`config.mk`:
```
export PLATFORM = sky130hd
export DESIGN_NAME = operand_sel_stage
export DESIGN_NICKNAME = d
export VERILOG_FILES = /design/src/rtl/operand_sel_stage.sv
export SDC_FILE = /design/constraint.sdc
export NUM_CORES = 1
export LEC_CHECK = 0
export ABC_AREA = 1
export ABC_CLOCK_PERIOD_IN_PS = 2300
export BUFFER_PORTS_ARGS = -buffer_cell sky130_fd_sc_hd__buf_2
export CELL_PAD_IN_SITES_DETAIL_PLACEMENT = 0
export CELL_PAD_IN_SITES_GLOBAL_PLACEMENT = 1
export CORE_AREA = 2 2 215 217
export DETAILED_ROUTE_END_ITERATION = 6
export DIE_AREA = 0 0 217 219
export PLACE_DENSITY_LB_ADDON = 0.1
export REMOVE_ABC_BUFFERS = 1
export SYNTH_ARGS = -nofsm -noshare
export SYNTH_HDL_FRONTEND = slang
export SYNTH_SLANG_ARGS = --single-unit
```
`constraint.sdc`:
```
create_clock -name clk -period 2.3 [get_ports clk]
set_clock_uncertainty 0.1 [all_clocks]
set_input_delay 0.46 -clock clk [delete_from_list [all_inputs] [get_ports clk]]
set_output_delay 0.46 -clock clk [all_outputs]
set_load 0.01 [all_outputs]
```
`src/rtl/operand_sel_stage.sv`:
```
// rtl/operand_sel_stage.sv - per-channel operand select feeding a two-entry skid output stage
module operand_sel_stage #(
   parameter int WIDTH = 64,
   parameter int NSRC  = 4,
   parameter int NCH   = 2,
   localparam int SELW = $clog2(NSRC) + 1
) (
   input  logic                  clk,
   input  logic                  rstn,
   input  logic                  in_valid,
   output logic                  in_ready,
   input  logic [NSRC*WIDTH-1:0] in_src,
   input  logic [NCH*SELW-1:0]   in_sel,
   input  logic                  flush,
   output logic                  out_valid,
   input  logic                  out_ready,
   output logic [NCH*WIDTH-1:0]  out_op,
   output logic [1:0]            occ
);

   typedef enum logic [1:0] {EMPTY = 2'd0, ONE = 2'd1, TWO = 2'd2} state_t;

   state_t               state, state_nxt;
   logic                 in_ready_q;
   logic [NCH*WIDTH-1:0] main_q, skid_q, sel_bus;
   logic                 in_xfer, out_xfer;
   logic                 ld_main_new, ld_main_skid, ld_skid;
   logic [WIDTH-1:0]     src_arr [NSRC];

   for (genvar k = 0; k < NSRC; k++) begin : g_src
      assign src_arr[k] = in_src[k*WIDTH +: WIDTH];
   end

   // Select codes at or above NSRC yield an all-zero operand.
   for (genvar c = 0; c < NCH; c++) begin : g_ch
      logic [SELW-1:0]  sel_c;
      logic [WIDTH-1:0] chan_val;
      assign sel_c = in_sel[c*SELW +: SELW];
      always_comb begin
         chan_val = '0;
         for (int k = 0; k < NSRC; k++) begin
            if (sel_c == SELW'(k)) chan_val = src_arr[k];
         end
      end
      assign sel_bus[c*WIDTH +: WIDTH] = chan_val;
   end

   assign in_xfer  = in_valid && in_ready_q && !flush;
   assign out_xfer = (state != EMPTY) && out_ready && !flush;

   always_ff @(posedge clk or negedge rstn) begin
      if (!rstn) begin
         state      <= EMPTY;
         in_ready_q <= 1'b0;
      end else begin
         state      <= state_nxt;
         in_ready_q <= (state_nxt != TWO);
      end
   end

   always_comb begin
      state_nxt = state;
      if (flush) begin
         state_nxt = EMPTY;
      end else begin
         case (state)
            EMPTY:   if (in_xfer) state_nxt = ONE;
            ONE: begin
               if (in_xfer && !out_xfer)      state_nxt = TWO;
               else if (!in_xfer && out_xfer) state_nxt = EMPTY;
            end
            TWO:     if (out_xfer) state_nxt = ONE;
            default: state_nxt = EMPTY;
         endcase
      end
   end

   always_comb begin
      out_valid    = (state != EMPTY);
      occ          = state;
      ld_main_new  = 1'b0;
      ld_main_skid = 1'b0;
      ld_skid      = 1'b0;
      if (!flush) begin
         case (state)
            EMPTY:   ld_main_new = in_xfer;
            ONE: begin
               ld_main_new = in_xfer && out_xfer;
               ld_skid     = in_xfer && !out_xfer;
            end
            TWO:     ld_main_skid = out_xfer;
            default: ;
         endcase
      end
   end

   always_ff @(posedge clk or negedge rstn) begin
      if (!rstn) begin
         main_q <= '0;
         skid_q <= '0;
      end else begin
         if (ld_main_new)       main_q <= sel_bus;
         else if (ld_main_skid) main_q <= skid_q;
         if (ld_skid)           skid_q <= sel_bus;
      end
   end

   assign in_ready = in_ready_q;
   assign out_op   = main_q;

endmodule

```
==> results of run 1 <==
[cell families (layout without fill, tap and decap cells)]
logic type             count (synthesis)  count (layout)  synth area share (%)
AND/OR/NAND/NOR                     1477            1477                  42.3
buffers and inverters                380             722                  9.83
flip-flops                           259             259                  41.6
AO/OA/AOI/OAI                        196             196                  6.31
other                                  0               4                     0
[power groups by stage]
stage	sequential (mW)	clock [mW]	combinational [mW]
6_report	6.09	4.96	3.74
2_1_floorplan	6.27	0	1.71
3_3_place_gp	6.13	0	3.70
5_1_grt	6.20	5.28	4.17
3_5_place_dp	6.16	0	3.74
4_1_cts	6.09	5.10	3.76
[layout by cell type (no fill, tap or decap), drive strengths merged]
cell type | netlist | layout
dfrtp | 259 | 259
inv | 182 | 183
clkinv | 0 | 6
a21oi | 3 | 3
nand2 | 559 | 559
bufinv | 0 | 3
nor2 | 279 | 279
clkbuf | 116 | 43
buf | 82 | 485
dlygate4sd3 | 0 | 2
nand4 | 173 | 173
nand3 | 466 | 466
o21ai | 193 | 193
diode | 0 | 4
[tightest hold or removal path: stages]
cell     delay (ns)
buf_2          0.07
inv_1          0.05
nand2_1        0.06
a21oi_1        0.08
[through the flow]
| step | hold WS, ns | setup TNS (ns) |
|---|---|---|
| after global routing | 0.0940 | 0 |
| after detailed placement | 0.336 | 0 |
| final | 0.0815 | 0 |
| after CTS | 0.0472 | 0 |
| after global placement | 0.333 | 0 |
| after floorplan | 0.0644 | -746.08 |
[cell type report]
| class | count | area, um2 | share of cell area, % |
|---|---|---|---|
| antenna | 4 | 10.0 | 0.0507 |
| multi-input combinational | 1673 | 7640 | 38.7 |
| inverter | 182 | 688 | 3.49 |
| timing repair buffer | 487 | 3170 | 16.1 |
| clock inverter | 10 | 129 | 0.653 |
| sequential | 259 | 6480 | 32.8 |
| tap | 600 | 751 | 3.80 |
| clock buffer | 43 | 871 | 4.41 |
[registers in the layout, summed over array words and instances (netlist names)]
| signal | cells |
|---|---|
| occ | 2 |
| out_op | 128 |
| skid_q | 128 |
| in_ready | 1 |
[worst paths after layout]
check | slack [ns] | end
worst max-delay path | 0.30 | out_op[40]
worst min-delay path | 0.08 | occ[1]
worst max register to register | 0.30 | out_op[40]
worst min register to register | 0.38 | skid_q[0]
max in group asynchronous | 1.07 | out_op[53]
min in group asynchronous | 0.32 | skid_q[60]
[routing by layer]
layer  vias up  track usage [%]  part of all wire [%]
met2       812             41.9                    45
met5         -                0                  0.12
met3       146             5.43                   8.0
met1      8321             36.1                    44
met4        12             9.20                   3.4
li1       8290                -                     -
[what timing repair did]
action / CTS / global route
setup buffers: 0 / 0
endpoints found under the hold margin: 38 / 0
hold buffers: 2 / 0
==> reports/results.tsv, run 1 <==
stage	metric	value	unit
global_route	antenna violations before repair	9	
layout	fillers	4711	
detailed_routing	drt drc	0	
clocking	root buf cell	clkbuf_16	
worst_setup_path	Crit path depth	12	
worst_setup_path	critical path's top delay family	buffers and inverters	
logic_synthesis	number of synthesized flops with an enable pin	0	
floorplanning	Initial Util	34.6	%
clocking	TritonCTS Buffers	31	
logic_synthesis	top cells by area in the synthesized netlist	dfrtp_1, nand3_1, nand2_1	
detailed_routing	Final ANT Viol Nets	0	
sta	final worst slack	0.299	ns
clocking	CTS HTree Levels	1	
worst_setup_path	worst r2r src	occ[0]	
place	Port Buffers	398	
floorplanning	die height	219	um
logic_synthesis	sequential area share after synthesis	41.6	%
pwr	sw power	4.87	mW
logic_synthesis	most instantiated cells after synthesis	nand2_1, nand3_1, nor2_1	
layout	post-route insts no fill	3258	
pwr	Logic pwr share	25.3	%
clocking	Worst-Skew Late Latency	0.58	ns
pwr	PwrDens	749	nW/um2
clocking	clock tree buffer depth	3	
layout	fin nets	2901	
worst_setup_path	most used cell, CP	nand2_1	
sta	Slew HR	28.9	%
detailed_routing	DR pass1 iterations	6	
floorplanning	DIE WIDTH	217	um
logic_synthesis	#FFs+latches synth	259	
worst_setup_path	Critical Path Source	flush	
pwr	Internal	9.91	mW
worst_setup_path	CP max stage cell	dlygate4sd3_1	
logic_synthesis	asr flop ratio synth	100	%
floorplanning	core area	45100	um2
outcome	outcome	finished, final reports clean	
layout	Post-Layout Inst Area	19700	um2
clocking	CTS tree	built	
worst_setup_path	WP data required	2.67	ns
clocking	post-CTS sizing	0	
sta	final worst path period need	2.00	ns
place	DP Worst Slack	0.223	ns
global_route	largest net degree at the start of global routing	92	
global_route	Tot GR Track Use	26.5	%
sta	fmax	0.500	GHz
sta	RSZ-0062 raised after global routing	false	
worst_setup_path	Reg2Reg Depth	10	
place	post-placement cell count	3199	
layout	share of cells above drive strength 1	20.8	%
hold_path	Hold Crit Start	out_ready	
worst_setup_path	crit start category	input pin	
detailed_routing	vias per cell	5.40	
hold_path	Hold Path Depth	4	
logic_synthesis	Yosys top cell by area	dfrtp_1	
pwr	Tot Pwr	14.8	mW
logic_synthesis	cell area after synthesis	15600	um2
worst_setup_path	CP Capture Type	register	
sta	worst slew pin tran	1.07	ns
sta	Final period util	87.0	%
sta	final hold violations	0	
sta	Setup Viol. Count Final	0	
global_route	first-pass GRT wire length	98000	um
logic_synthesis	count of cell types in the netlist	19	
detailed_routing	final wirelength	65000	um
hold_path	Hold WC Path Type	input pin to register	
detailed_routing	DRT iter0 DRCs	1499	
logic_synthesis	Syn Area/Cell	6.74	um2
logic_synthesis	top-count cell post-synth	nand2_1	
job	Max-Cap Viols	0	
worst_setup_path	critical path's largest stage delay	0.53	ns
layout	area grow syn2layout	26.6	%
sta	Max Slew Vio Count	0	
pwr	Sw Ratio	32.9	%
worst_setup_path	critical path class	input pin to register	
worst_setup_path	CP cell instances	dlygate4sd3_1, buf_2, inv_2, nand3_1, nor2_1, inv_1, a21oi_4, buf_12, buf_12, nand2_1, nand2_1, nand2_1	
global_route	vias in the first global route	16400	
pwr	clock share of power	33.5	%
logic_synthesis	Top FF cell, synth	dfrtp_1	
floorplanning	Std-Cell Rows	78	
floorplanning	die area	47500	um2
clocking	CTS sink cnt	259	
pwr	maximum VDD drop	441	uV
worst_setup_path	crit path buf inv count	6	
logic_synthesis	Syn Inst Count	2312	
worst_setup_path	crit path max fanout	24	
place	RD Place Congestion	0.835	
detailed_routing	via count	17600	
worst_setup_path	CP arrival	2.37	ns
logic_synthesis	Yosys warning count	0	
layout	Util after Layout	43.8	%
floorplanning	I/O pin cnt	399	
pwr	Pleak	9.86	nW
place	placement-stage cell area	18700	um2
pwr	Flop pwr share	41.2	%
global_route	grt ovf	0	
logic_synthesis	Synth top area share	41.6	%
place	hpwl dp	43400	um
detailed_routing	WL/cell	20.0	um
clocking	CTS clk-pin slew, worst paths	0.06	ns
Note: power is estimated with default switching activity, not from simulation.
==> inputs of run 2 (changes only) <==
==> constraint.sdc (replaced) <==
create_clock -name clk -period 2.3 [get_ports clk]
set_clock_uncertainty 0.1 [all_clocks]
set_input_delay 0.115 -clock clk [delete_from_list [all_inputs] [get_ports clk]]
set_output_delay 0.115 -clock clk [all_outputs]
set_load 0.01 [all_outputs]
==> reports/results.tsv, run 2 (synthesized netlist as in run 1, its figures left out) <==
stage	metric	value	unit
outcome	outcome	finished, violations left	
outcome	violated checks	design-rule violations	
floorplanning	die area	47500	um2
global_route	GR peak layer	met2	
detailed_routing	drt drc	5	
pwr	Logic pwr share	27.2	%
floorplanning	I/O pin cnt	399	
clocking	clock tree buffer depth	3	
place	hpwl dp	42100	um
global_route	first-pass GRT wire length	103000	um
global_route	vias in the first global route	17900	
worst_setup_path	CP cell instances	buf_2, inv_4, buf_6, nand4_1, nand3_1, dlygate4sd3_1, nor2_1, dlygate4sd3_1, nand2_1, nand2_1, nand2_1	
sta	Slew HR	51.9	%
clocking	Post-CTS Setup Bufs	0	
layout	FF/Latch Area	6480	um2
detailed_routing	DR pass1 iterations	7	
clocking	CTS HTree Levels	1	
layout	fillers	4591	
floorplanning	Std-Cell Rows	78	
pwr	Flop pwr share	40.0	%
clocking	root buf cell	clkbuf_16	
worst_setup_path	CP arrival	2.48	ns
global_route	routing usage on met3	5.41	%
worst_setup_path	CP Capture Type	register	
detailed_routing	Final ANT Viol Nets	0	
worst_setup_path	critical path's top delay family	buffers and inverters	
job	Max-Cap Viols	0	
floorplanning	Initial Util	34.6	%
layout	most common cell after layout, fill and taps aside	nand2_1	
place	RD Place Congestion	0.812	
worst_setup_path	CP max stage cell	dlygate4sd3_1	
global_route	antenna violations before repair	5	
hold_path	Hold WC Path Type	input pin to async pin	
layout	share of cells above drive strength 1	18.1	%
pwr	Sw Ratio	32.3	%
sta	Setup Viol. Count Final	0	
sta	final worst path period need	2.09	ns
global_route	routing usage on met2	43.4	%
global_route	largest net degree at the start of global routing	116	
layout	fin nets	3150	
global_route	grt ovf	0	
detailed_routing	via count	18500	
sta	final hold violations	0	
floorplanning	DIE WIDTH	217	um
clocking	Worst-Skew Late Latency	0.56	ns
layout	most frequent cells in the layout	nand2_1, nand3_1, buf_2, dlygate4sd3_1, nor2_1	
sta	Max Slew Vio Count	0	
detailed_routing	final wirelength	66000	um
pwr	clock share of power	32.8	%
floorplanning	core area	45100	um2
global_route	Tot GR Track Use	27.3	%
sta	RSZ-0062 raised after global routing	false	
worst_setup_path	WP data required	2.70	ns
pwr	maximum VDD drop	418	uV
clocking	CTS clk-pin slew, worst paths	0.06	ns
worst_setup_path	most used cell, CP	nand2_1	
sta	worst hold slack	0.00226	ns
worst_setup_path	critical path's largest stage delay	0.57	ns
layout	area taken by multi-input logic gates	7640	um2
place	Port Buffers	398	
worst_setup_path	crit path buf inv count	5	
clocking	CTS sink cnt	259	
worst_setup_path	crit start category	input pin	
pwr	PwrDens	686	nW/um2
worst_setup_path	critical path class	input pin to register	
sta	Sum Neg Setup Slack	0	ns
detailed_routing	DRT iter0 DRCs	1682	
floorplanning	die height	219	um
global_route	met1 usage	37.0	%
detailed_routing	vias per cell	5.28	
layout	area grow syn2layout	42.0	%
clocking	TritonCTS Buffers	31	
detailed_routing	WL/cell	18.8	um
sta	fmax	0.479	GHz
worst_setup_path	crit path max fanout	65	
sta	Final period util	90.7	%
pwr	Pleak	10.9	nW
sta	worst slew pin tran	0.721	ns
pwr	Internal	10.3	mW
pwr	sw power	4.91	mW
clocking	CTS tree	built	
-- run 2: routing by layer --
layer | vias to the layer above | wire length, um
met4 | 2 | 2280
met3 | 148 | 5200
met1 | 8756 | 29000
li1 | 8785 | -
met5 | - | 12
met2 | 841 | 29600
-- run 2: path summary, 6_finish.rpt --
path	startpoint	endpoint	slack (ns)	cells past startpoint
setup / recovery	in_sel[5]	out_op[123]	0.21	11
hold reg to reg	skid_q[65]	skid_q[65]	0.38	2
setup reg to reg	occ[0]	skid_q[28]	0.25	6
max in group asynchronous	rstn	skid_q[30]	1.35	4
hold / removal	rstn	skid_q[104]	0.002	2
min in group clk	flush	occ[0]	0.22	3
-- run 2: power groups by stage --
stage                     registers (mW)  logic [mW]  clock network, mW
after floorplan                     6.27        1.71                  0
after global placement              6.13        3.61                  0
after detailed placement            6.16        3.66                  0
after CTS                           6.09        4.13               5.12
after global routing                6.21        4.61               5.32
final                               6.09        4.13               4.99
-- run 2: area by class of cell --
type / count / share of cell area, %
Clock buffer: 45 / 4.19
Multi-Input combinational cell: 1673 / 34.5
Tap cell: 600 / 3.39
Timing Repair Buffer: 736 / 25.0
Sequential cell: 259 / 29.3
Clock inverter: 10 / 0.480
Antenna cell: 3 / 0.0339
Inverter: 182 / 3.12
-- run 2: per-stage QoR --
stage	setup slack (ns)	instance area [um2]	instances	utilization, %	power, mW
after floorplan	-4.06	14700	2114	-	7.98
after global placement	0.349	18300	3168	40.5	9.74
after detailed placement	0.241	18300	3168	40.5	9.81
after CTS	0.0912	22100	3505	49.1	15.3
after global routing	0.0919	22100	3507	49.1	16.1
final	0.213	22100	3508	49.1	15.2
-- run 2: what timing repair did --
action	in CTS	in global routing
hold buffers	282	0
gates resized for setup	0	3
endpoints found under the hold margin	504	0
endpoints found under the setup margin	0	1
==> inputs of run 3 (changes only) <==
--- a/config.mk
+++ b/config.mk
@@ -10,9 +10,9 @@
 export BUFFER_PORTS_ARGS = -buffer_cell sky130_fd_sc_hd__buf_2
 export CELL_PAD_IN_SITES_DETAIL_PLACEMENT = 0
 export CELL_PAD_IN_SITES_GLOBAL_PLACEMENT = 1
-export CORE_AREA = 2 2 215 217
+export CORE_AREA = 2 2 206 208
 export DETAILED_ROUTE_END_ITERATION = 6
-export DIE_AREA = 0 0 217 219
+export DIE_AREA = 0 0 208 210
 export PLACE_DENSITY_LB_ADDON = 0.1
 export REMOVE_ABC_BUFFERS = 1
 export SYNTH_ARGS = -nofsm -noshare
==> reports/results.tsv, run 3 (synthesized netlist as in run 1, its figures left out) <==
stage	metric	value	unit
pwr	Internal	9.99	mW
pwr	PwrDens	672	nW/um2
pwr	Pleak	10.9	nW
job	Max-Cap Viols	0	
sta	fmax	0.479	GHz
detailed_routing	DRT iter0 DRCs	1707	
worst_setup_path	crit start category	input pin	
floorplanning	DIE WIDTH	208	um
hold_path	Hold WC Path Type	input pin to register	
clocking	CTS sink cnt	259	
worst_setup_path	CP max stage cell	dlygate4sd3_1	
worst_setup_path	CP arrival	2.49	ns
global_route	Tot GR Track Use	28.8	%
worst_setup_path	WP data required	2.70	ns
worst_setup_path	register-to-register path setup slack	0.26	ns
detailed_routing	via count	18600	
worst_setup_path	crit path max fanout	22	
pwr	Flop pwr share	40.9	%
floorplanning	die area	43700	um2
place	RD Place Congestion	0.807	
clocking	Worst-Skew Late Latency	0.57	ns
worst_setup_path	critical path's top delay family	buffers and inverters	
worst_setup_path	worst r2r src	occ[0]	
pwr	Sw Ratio	32.7	%
global_route	first-pass GRT wire length	100000	um
clocking	root buf cell	clkbuf_16	
sta	final hold violations	0	
pwr	clock share of power	31.1	%
worst_setup_path	CP Capture Type	register	
worst_setup_path	most used cell, CP	nand2_1	
layout	fin nets	3156	
layout	share of cells above drive strength 1	18.1	%
sta	Final period util	90.7	%
global_route	antenna violations before repair	6	
place	hpwl dp	41200	um
worst_setup_path	Crit path depth	12	
worst_setup_path	CP cell instances	buf_4, buf_6, nor2_4, buf_6, nand3_1, nand3_1, dlygate4sd3_1, nor2_1, dlygate4sd3_1, nand2_1, nand2_1, nand2_1	
layout	area grow syn2layout	41.7	%
floorplanning	Initial Util	37.6	%
detailed_routing	drt drc	0	
global_route	largest net degree at the start of global routing	116	
sta	RSZ-0062 raised after global routing	false	
layout	most frequent cells in the layout	nand2_1, nand3_1, buf_2, dlygate4sd3_1, nor2_1	
worst_setup_path	CP endpoint	out_op[70]	
global_route	grt ovf	0	
detailed_routing	vias per cell	5.38	
detailed_routing	Final ANT Viol Nets	0	
global_route	vias in the first global route	18000	
place	Port Buffers	398	
outcome	outcome	finished, final reports clean	
sta	Max Slew Vio Count	0	
clocking	TritonCTS Buffers	31	
layout	Util after Layout	53.3	%
place	DP Worst Slack	0.258	ns
floorplanning	die height	210	um
sta	Sum Neg Setup Slack	0	ns
floorplanning	I/O pin cnt	399	
clocking	clock tree buffer depth	3	
sta	final worst path period need	2.09	ns
worst_setup_path	crit path buf inv count	5	
floorplanning	Std-Cell Rows	75	
clocking	CTS HTree Levels	1	
detailed_routing	WL/cell	18.8	um
worst_setup_path	Reg-to-Reg End	occ[0]	
floorplanning	core area	41500	um2
detailed_routing	DR pass1 iterations	5	
pwr	sw power	4.85	mW
pwr	Logic pwr share	28.0	%
sta	final worst slack	0.213	ns
sta	worst slew pin tran	1.31	ns
layout	most common cell after layout, fill and taps aside	nand2_1	
worst_setup_path	Critical Path Source	in_sel[4]	
worst_setup_path	critical path class	input pin to register	
worst_setup_path	critical path's largest stage delay	0.57	ns
pwr	maximum VDD drop	553	uV
sta	Slew HR	12.9	%
detailed_routing	final wirelength	64800	um
clocking	CTS tree	built	
clocking	CTS clk-pin slew, worst paths	0.06	ns
sta	Setup Viol. Count Final	0	
worst_setup_path	Reg2Reg Depth	6	
==> run 3: layer usage <==
layer	vias up	wire length (um)	global-route usage, %	part of all wire (%)
met5	-	16	0	0.025
met4	2	2060	9.34	3.2
met3	140	5530	6.30	8.5
met2	875	29500	47.1	45
met1	8773	27700	38.2	43
li1	8801	-	-	-
==> run 3: cell type report <==
class                           count  area [um2]
Antenna cell                        6        15.0
Clock buffer                       46         902
Clock inverter                      8        43.8
Fill cell                        4057       19400
Inverter                          182         691
Multi-Input combinational cell   1673        7630
Sequential cell                   259        6480
Tap cell                          539         674
Timing Repair Buffer              742        5650
==> run 3: how the worst min path moves through the flow <==
stage              from  depth (start not counted)         end  slack, ns
2_1_floorplan      rstn                          0    in_ready      -0.28
3_3_place_gp       rstn                          1  skid_q[54]      -0.03
3_5_place_dp       rstn                          1  skid_q[55]      -0.03
4_1_cts        in_valid                          5  skid_q[58]       0.13
5_1_grt        in_valid                          5  skid_q[58]       0.20
6_report       in_valid                          5  skid_q[58]       0.16
==> run 3: worst register-to-register path, delay by kind of cell (launching register included) <==
| family | cells | cell delay (ns) |
|---|---|---|
| AO/OA/AOI/OAI | 2 | 0.35 |
| buffers and inverters | 1 | 0.57 |
| flip-flops | 1 | 0.48 |
| AND/OR/NAND/NOR | 3 | 0.42 |
==> run 3: power groups by stage <==
| stage | clock, mW | combinational [mW] | sequential [mW] |
|---|---|---|---|
| after detailed placement | 0 | 3.67 | 6.14 |
| after floorplan | 0 | 1.71 | 6.27 |
| final | 4.62 | 4.15 | 6.07 |
| after CTS | 4.73 | 4.14 | 6.07 |
| after global routing | 4.90 | 4.62 | 6.19 |
| after global placement | 0 | 3.62 | 6.11 |
==> run 3: repair_timing <==
item / CTS / global route
endpoints found under the hold margin: 516 / 0
setup buffers: 0 / 0
resized for setup: 0 / 4
hold buffers: 281 / 0
setup endpoints to repair: 0 / 2
==> run 3: metrics by stage <==
stage / total power [mW] / hold WS, ns / cells / instance area [um2]
finish: 14.8 / 0.157 / 3455 / 22100
global placement: 9.73 / -0.0250 / 3114 / 18300
global route: 15.7 / 0.205 / 3453 / 22100
detailed placement: 9.80 / -0.0252 / 3114 / 18300
CTS: 14.9 / 0.129 / 3449 / 22100
floorplan: 7.98 / -0.281 / 2114 / 14700
